==> config.mk <==
export PLATFORM = sky130hd
export DESIGN_NAME = fifo_word_serializer
export DESIGN_NICKNAME = d
export VERILOG_FILES = /design/src/rtl/fifo_word_serializer.sv
export SDC_FILE = /design/constraint.sdc
export NUM_CORES = 1
export LEC_CHECK = 0
export CORE_UTILIZATION = 30
export CTS_CLUSTER_DIAMETER = 60
export DETAILED_ROUTE_END_ITERATION = 10
export HOLD_SLACK_MARGIN = 0.1
export PLACE_DENSITY = 0.67
export SLEW_MARGIN = 0
export SYNTH_ARGS = -nofsm -noshare
export SYNTH_HDL_FRONTEND = slang
export SYNTH_SLANG_ARGS = --single-unit
export TNS_END_PERCENT = 20
==> constraint.sdc <==
create_clock -name clk -period 1.3 [get_ports clk]
set_input_delay 0.195 -clock clk [delete_from_list [all_inputs] [get_ports clk]]
set_output_delay 0.195 -clock clk [all_outputs]
set_load 0.02 [all_outputs]
==> src/rtl/fifo_word_serializer.sv <==
// Word-to-beat serializer draining a show-ahead FIFO onto a valid/ready stream, MSB slice first.
// Optional completed-word counter output words_sent is enabled by defining SER_WORD_CNT_EN.
`timescale 1ns/1ps

module fifo_word_serializer #(
  parameter int FIFO_WIDTH = 32,
  parameter int OUT_WIDTH  = 8
) (
  input  logic                  clk,
  input  logic                  reset,
  input  logic                  fifo_empty,
  input  logic [FIFO_WIDTH-1:0] fifo_data,
  output logic                  fifo_pop,
  output logic                  out_valid,
  input  logic                  out_ready,
  output logic [OUT_WIDTH-1:0]  out_data,
  output logic                  out_last,
  output logic                  busy
`ifdef SER_WORD_CNT_EN
  ,
  output logic [15:0]           words_sent
`endif
);

  localparam int BEATS = FIFO_WIDTH / OUT_WIDTH;
  localparam int CNT_W = $clog2(BEATS);
  localparam logic [CNT_W-1:0] LAST_BEAT = CNT_W'(BEATS - 1);

  typedef enum logic {IDLE, SEND} state_t;

  state_t                state_q, state_d;
  logic [FIFO_WIDTH-1:0] shreg_q, shreg_d;
  logic [CNT_W-1:0]      beat_cnt_q, beat_cnt_d;
  logic                  accept;
  logic                  last_beat;
  logic                  can_pop;

  assign out_valid = (state_q == SEND);
  assign busy      = out_valid;
  assign last_beat = (beat_cnt_q == LAST_BEAT);
  assign out_last  = out_valid && last_beat;
  assign out_data  = out_valid ? shreg_q[FIFO_WIDTH-1 -: OUT_WIDTH] : '0;
  assign accept    = out_valid && out_ready;
  // A pop in the reset cycle would lose the word, since the load is discarded by reset.
  assign can_pop   = !fifo_empty && !reset;

  always_comb begin
    // NOTE: every signal written here gets a default first, so no path can infer a latch.
    state_d    = state_q;
    shreg_d    = shreg_q;
    beat_cnt_d = beat_cnt_q;
    fifo_pop   = 1'b0;
    case (state_q)
      IDLE: begin
        if (can_pop) begin
          fifo_pop   = 1'b1;
          shreg_d    = fifo_data;
          beat_cnt_d = '0;
          state_d    = SEND;
        end
      end
      SEND: begin
        if (accept) begin
          if (!last_beat) begin
            shreg_d    = shreg_q << OUT_WIDTH;
            beat_cnt_d = beat_cnt_q + CNT_W'(1);
          end else if (can_pop) begin
            // Reload on the last-beat accept keeps the link saturated across words.
            fifo_pop   = 1'b1;
            shreg_d    = fifo_data;
            beat_cnt_d = '0;
          end else begin
            state_d = IDLE;
          end
        end
      end
      default: state_d = IDLE;
    endcase
  end

  always_ff @(posedge clk) begin
    // NOTE: sequential state uses non-blocking assignments so all registers update together.
    if (reset) begin
      state_q    <= IDLE;
      shreg_q    <= '0;
      beat_cnt_q <= '0;
    end else begin
      state_q    <= state_d;
      shreg_q    <= shreg_d;
      beat_cnt_q <= beat_cnt_d;
    end
  end

`ifdef SER_WORD_CNT_EN
  always_ff @(posedge clk) begin
    if (reset) begin
      words_sent <= '0;
    end else if (accept && last_beat && (words_sent != 16'hFFFF)) begin
      words_sent <= words_sent + 16'd1;
    end
  end
`endif

endmodule

==> results.md, run 1 <==
- Skew-Pair Late Insertion Delay: 0.29 ns
- Multi-input gate area: 859.6 µm²
- Max-Cap Viols: 0
- Critical path's slowest cell: dfxtp_2
- # IOs: 48
- DRT iter0 DRCs: 68
- Clock Root Buffer: clkbuf_8
- Commonest cells after routing, fill and taps aside: clkdlybuf4s50_1, dfxtp_1, inv_1
- Crit-path cells: ha_4 > and3b_2 > clkbuf_16 > a21oi_1 > o221a_1
- Synth Area in Simple Gates: 0.1042
- Register area: 706.9 µm²
- DIE AREA: 0.005947 mm²
- Row count: 26
- Max incr delay on CP: 0.35 ns
- Area Growth Syn to Fin: 49.00%
- Syn nets: 215
- Largest net degree at the start of global routing: 30
- Setup TNS: -0.1482 ns
- PortBufs: 47
- Gr usage total: 0.1380
- Fin crit period: 1.328 ns
- CP Capture Type: register
- GP Congestion: 0.7441
- Core Footprint: 0.005270 mm²
- Worst EP required: 1.54 ns
- Gr ovfl total: 0
- Post-Synth Adder-Cell Area: 0.007391
- CTS HTree Levels: 2
- DR pass1 iterations: 4
- Failing checks: setup timing
- Count of cell types in the netlist: 26
- Share of cells above drive strength 1: 0.3051
- Final setup fails: 20
- Initial Util: 0.3212
- Yosys reg bits: 35
- CTS tree: built
- Clk_skew: 0.005017 ns
- Crit Path Class: reg -> reg
- Layout Utilization: 0.4786
- Final hold vios: 0
- Chip Width: 77.12 µm
- Status: complete, but fails checks
- RSZ-0062 raised after global routing: yes
- # DRC: 0
- Final WS setup: -0.02845 ns
- Synth warnings: 0
- Maximum vdd drop: 0.0003927 V
- Antenna-violating nets left: 0
- Antenna violations before repair: 0
- Total Power: 2666 µW
- Die height: 77.12 µm
- CP bufs+invs: 1
- Fillers: 521
- Worst slew pin tran: 0.3206 ns
- CP Max Fanout: 12
- Post-synthesis compound-gate area fraction: 0.3348
- Final Max Slew Viols: 0
- Detailed-route via count: 1452
- Synthesized cell area: 0.001693 mm²
- Pwr dens: 1057 mW/mm²
- CTS max path bufs: 2
- FMAX: 0.7528 GHz
- Via density: 4.745
- Asr flop ratio synth: 0
- Final period util: 1.022
- Post-synth EDFFs: 0
- Vias in the first global route: 1358
- Primary FF master, synth: dfxtp_1
- Hpwl dp: 2559 µm
- Worst-path clk slew: 0.07 ns
- Min-Delay Path Class: in -> reg
- Routed len/inst: 13.60 µm
- Largest family of logic cells by synthesized area: compound AO/OA/AOI/OAI gates
- Layout Nets: 272
- Post-Synthesis Cells: 178
- Clock sink count: 35
- Slew HR: 0.7863
- CTS buffer count: 5
- Crit start category: register
- Mapped Avg Cell Area: 9.511 µm²
- Cell family with most CP delay: flip-flops
- P_leak: 0.0009714 µW
- Routed wire length: 4163 µm
- Fraction of synthesized cell area in xor and xnor cells: 0
- Global-route wire length before repair: 6430 µm
- Mux contribution to synthesized area: 0
- Critical Path AT: 1.57 ns
- Post-synthesis sequential area ratio: 0.4139
- N_diodes: 0
## cell families after synthesis
group / count (synthesis)
and+or+nand+nor: 32
adders and majority gates: 1
DFF: 35
AOI/OAI and AO/OA: 68
buffers and inverters: 42
## sequential cells by signal, indices dropped and copies added (netlist names)
register    count
beat_cnt_q      2
busy            1
shreg_q        32
## power breakdown
| part | leakage [µW] | internal (µW) | switching [µW] |
|---|---|---|---|
| Clock | 0.0000505 | 482 | 409 |
| Combinational | 0.000630 | 313 | 247 |
| Sequential | 0.000291 | 1160 | 52.9 |
| Total | 0.000971 | 1960 | 709 |
## per-layer routing
layer  track usage  share of wire
met1        0.1886           0.51
met2        0.2053           0.43
met3       0.04048          0.046
met4       0.04528          0.012
met5             0              0
## cells in the mapped netlist (3+ instances only)
library cell,count,area [µm²]
a21oi_1,22,110.1
a21oi_2,10,87.58
and2_1,9,56.30
buf_4,8,60.06
buf_6,3,33.78
dfxtp_1,35,700.7
inv_1,25,93.84
nand2_1,3,11.26
nand3_1,9,45.04
nor2_1,4,15.01
o211ai_1,8,60.06
o221a_1,24,270.3
## area by class of cell
type | count | share of cell area
multi-input combinational | 102 | 0.3408
sequential | 35 | 0.2803
timing repair buffer | 66 | 0.2659
clock buffer | 7 | 0.03819
inverter | 25 | 0.03720
tap | 70 | 0.03472
clock inverter | 1 | 0.002976
## through the flow
stage	worst slack, ns	cells	hold WS, ns	area, µm²
4_1_cts	-0.05888	303	0.4582	2397
3_5_place_dp	-0.5179	291	0.4984	2263
2_1_floorplan	-0.01809	178	0.3417	1713
5_1_grt	-0.07435	306	0.4503	2522
3_3_place_gp	-0.5096	291	0.4939	2263
6_report	-0.02845	306	0.4097	2522
## timing repair
item,CTS,global route
cloned,1,1
endpoints found under the hold margin,0,0
gates resized for setup,56,23
hold buffers,0,0
buffers inserted,3,2
setup endpoints to repair,44,44
pin swaps,7,16
## worst register-to-register path: stages, from the launching register on
cell	delay, ns
dfxtp_2	0.35
ha_4	0.17
and3b_2	0.26
clkbuf_16	0.19
a21oi_1	0.14
o221a_1	0.17
## worst paths after layout
| check | startpoint | endpoint | slack (ns) | cells past startpoint |
|---|---|---|---|---|
| max | beat_cnt_q[1] | shreg_q[27] | -0.03 | 5 |
| min | fifo_empty | beat_cnt_q[0] | 0.41 | 4 |
| min reg2reg | shreg_q[0] | shreg_q[0] | 0.50 | 2 |
| max reg2reg | beat_cnt_q[1] | shreg_q[27] | -0.03 | 5 |
Power figures use the tool's default switching activity.
==> inputs of run 2 (changes only) <==
--- a/config.mk
+++ b/config.mk
@@ -8,8 +8,9 @@
 export CORE_UTILIZATION = 30
 export CTS_CLUSTER_DIAMETER = 60
 export DETAILED_ROUTE_END_ITERATION = 10
+export DONT_BUFFER_PORTS = 1
 export HOLD_SLACK_MARGIN = 0.1
-export PLACE_DENSITY = 0.67
+export PLACE_DENSITY = 0.55
 export SLEW_MARGIN = 0
 export SYNTH_ARGS = -nofsm -noshare
 export SYNTH_HDL_FRONTEND = slang
==> results.md, run 2 (synthesis gave the netlist of run 1 again) <==
- Chip Width: 77.12 µm
- Routed wire length: 3909 µm
- Worst-path clk slew: 0.07 ns
- Row count: 26
- RSZ-0062 raised after global routing: yes
- Switching share of power: 0.2447
- P_leak: 0.0008450 µW
- GP Congestion: 0.7360
- CTS HTree Levels: 2
- Final period util: 1.091
- Comb pwr share: 0.170
- CTS buffer count: 5
- Core Footprint: 0.005270 mm²
- Worst slew pin tran: 0.4342 ns
- Total Power: 2685 µW
- Hpwl dp: 2529 µm
- # IOs: 48
- Antenna violations before repair: 0
- Commonest cells after routing, fill and taps aside: dlygate4sd3_1, dfxtp_1, inv_1
- Pwr dens: 1170 mW/mm²
- Gr usage total: 0.1398
- Failing checks: setup timing
- N_diodes: 0
- Post-route design area: 0.002295 mm²
- CTS tree: built
- Global-route wire length before repair: 6568 µm
- Hold Startpoint: fifo_empty
- Net switching power: 657.0 µW
- Area Growth Syn to Fin: 35.55%
- Max-Cap Viols: 0
- Final setup fails: 7
- Via density: 4.789
- Clock power share: 0.379
- Antenna-violating nets left: 0
- Vias in the first global route: 1360
- Clock Root Buffer: clkbuf_8
- # DRC: 0
- Routed len/inst: 13.76 µm
- Initial Util: 0.3212
- Post-CTS Setup Inserts: 0
- Final hold vios: 0
- Critical path origin: beat_cnt_q[1]
- Final Max Slew Viols: 0
- Fin crit period: 1.419 ns
- Crit start category: register
- Clk_skew: 0.007432 ns
- Share of cells above drive strength 1: 0.2336
- Post-DP Area: 0.001778 mm²
- Most flops, register: shreg_q
- Fillers: 540
- CTS max path bufs: 2
- Setup TNS: -0.1552 ns
- Status: complete, but fails checks
- Maximum vdd drop: 0.0006987 V
- FMAX: 0.7048 GHz
- DRT iter0 DRCs: 65
- Gr ovfl total: 0
- Setup WS pre-CTS: -0.02827 ns
- CP Max Fanout: 4
- Layout Nets: 250
- Final WS setup: -0.1188 ns
- DIE AREA: 0.005947 mm²
- Max reg flops: 32
- Worst EP required: 1.11 ns
- Min-Delay Path Class: in -> reg
- Slew HR: 0.7094
- Critical Path AT: 1.22 ns
- Pint: 2028 µW
- CP Capture Type: primary output
- Clock sink count: 35
- Skew-Pair Late Insertion Delay: 0.29 ns
- Crit Path Class: reg -> out
- DR pass1 iterations: 4
- Detailed-route via count: 1360
- Reg power frac: 0.451
- Largest net degree at the start of global routing: 29
- PortBufs: 0
- RR Startpoint: beat_cnt_q[1]
- Die height: 77.12 µm
- Most common cell after layout, fill and taps aside: dlygate4sd3_1
-- run 2: cell types whose count changed in the layout (fill, tap and decap cells not counted), moves of 3 or more --
cell	change
buf_4	-6
dlymetal6s2s_1	-3
buf_2	-7
and2_1	-8
a21oi_1	+7
and2_2	+8
clkdlybuf4s50_1	-32
a21oi_2	-6
buf_6	-5
dlygate4sd3_1	+33
-- run 2: metrics by stage --
step / cells / hold WS (ns) / util
6_report: 284 / 0.1479 / 0.4354
2_1_floorplan: 178 / 0.3417 / -
3_5_place_dp: 242 / 0.2633 / 0.3374
4_1_cts: 284 / 0.1377 / 0.4307
5_1_grt: 284 / 0.1442 / 0.4354
3_3_place_gp: 242 / 0.2613 / 0.3374
-- run 2: metal layers --
layer | up-vias | part of all wire | global-route usage | wire (µm)
met4 | 0 | 0.0079 | 0.05094 | 31
met1 | 618 | 0.48 | 0.1789 | 1867
met3 | 4 | 0.061 | 0.05595 | 240
met5 | - | 0 | 0 | 0
met2 | 35 | 0.45 | 0.2097 | 1770
li1 | 703 | - | - | -
-- run 2: final cells by class --
class	instances	area (µm²)	share of cell area
clock buffers	6	82.58	0.03599
well taps	70	87.58	0.03817
repair buffers	45	494.2	0.2154
inverters	25	93.84	0.04089
clock inverters	2	35.03	0.01527
flip-flops and latches	35	706.9	0.3081
multi-input cells	101	794.5	0.3462
-- run 2: critical path, stage by stage, from the launching register on --
cell      delay (ns)
dfxtp_2         0.34
ha_4            0.16
a21boi_2        0.15
buf_4           0.13
nor2_2          0.03
buf_6           0.13
-- run 2: final timing paths --
path,to,depth (start not counted),slack (ns)
max,fifo_pop,5,-0.12
min,shreg_q[0],2,0.15
max reg2reg,shreg_q[11],5,-0.01
min reg2reg,shreg_q[3],2,0.50
-- run 2: power by group through the flow --
stage,registers [µW],clock network (µW),logic (µW)
after floorplan,1220,0,304
after global placement,1230,0,333
after detailed placement,1230,0,338
after CTS,1210,1050,452
after global routing,1220,1100,501
final,1210,1020,456
-- run 2: repair_timing --
action | in CTS | in global routing
hold buffers | 34 | 0
endpoints found under the hold margin | 35 | 0
pin swaps | 5 | 3
setup endpoints to repair | 26 | 43
gates resized for setup | 13 | 8
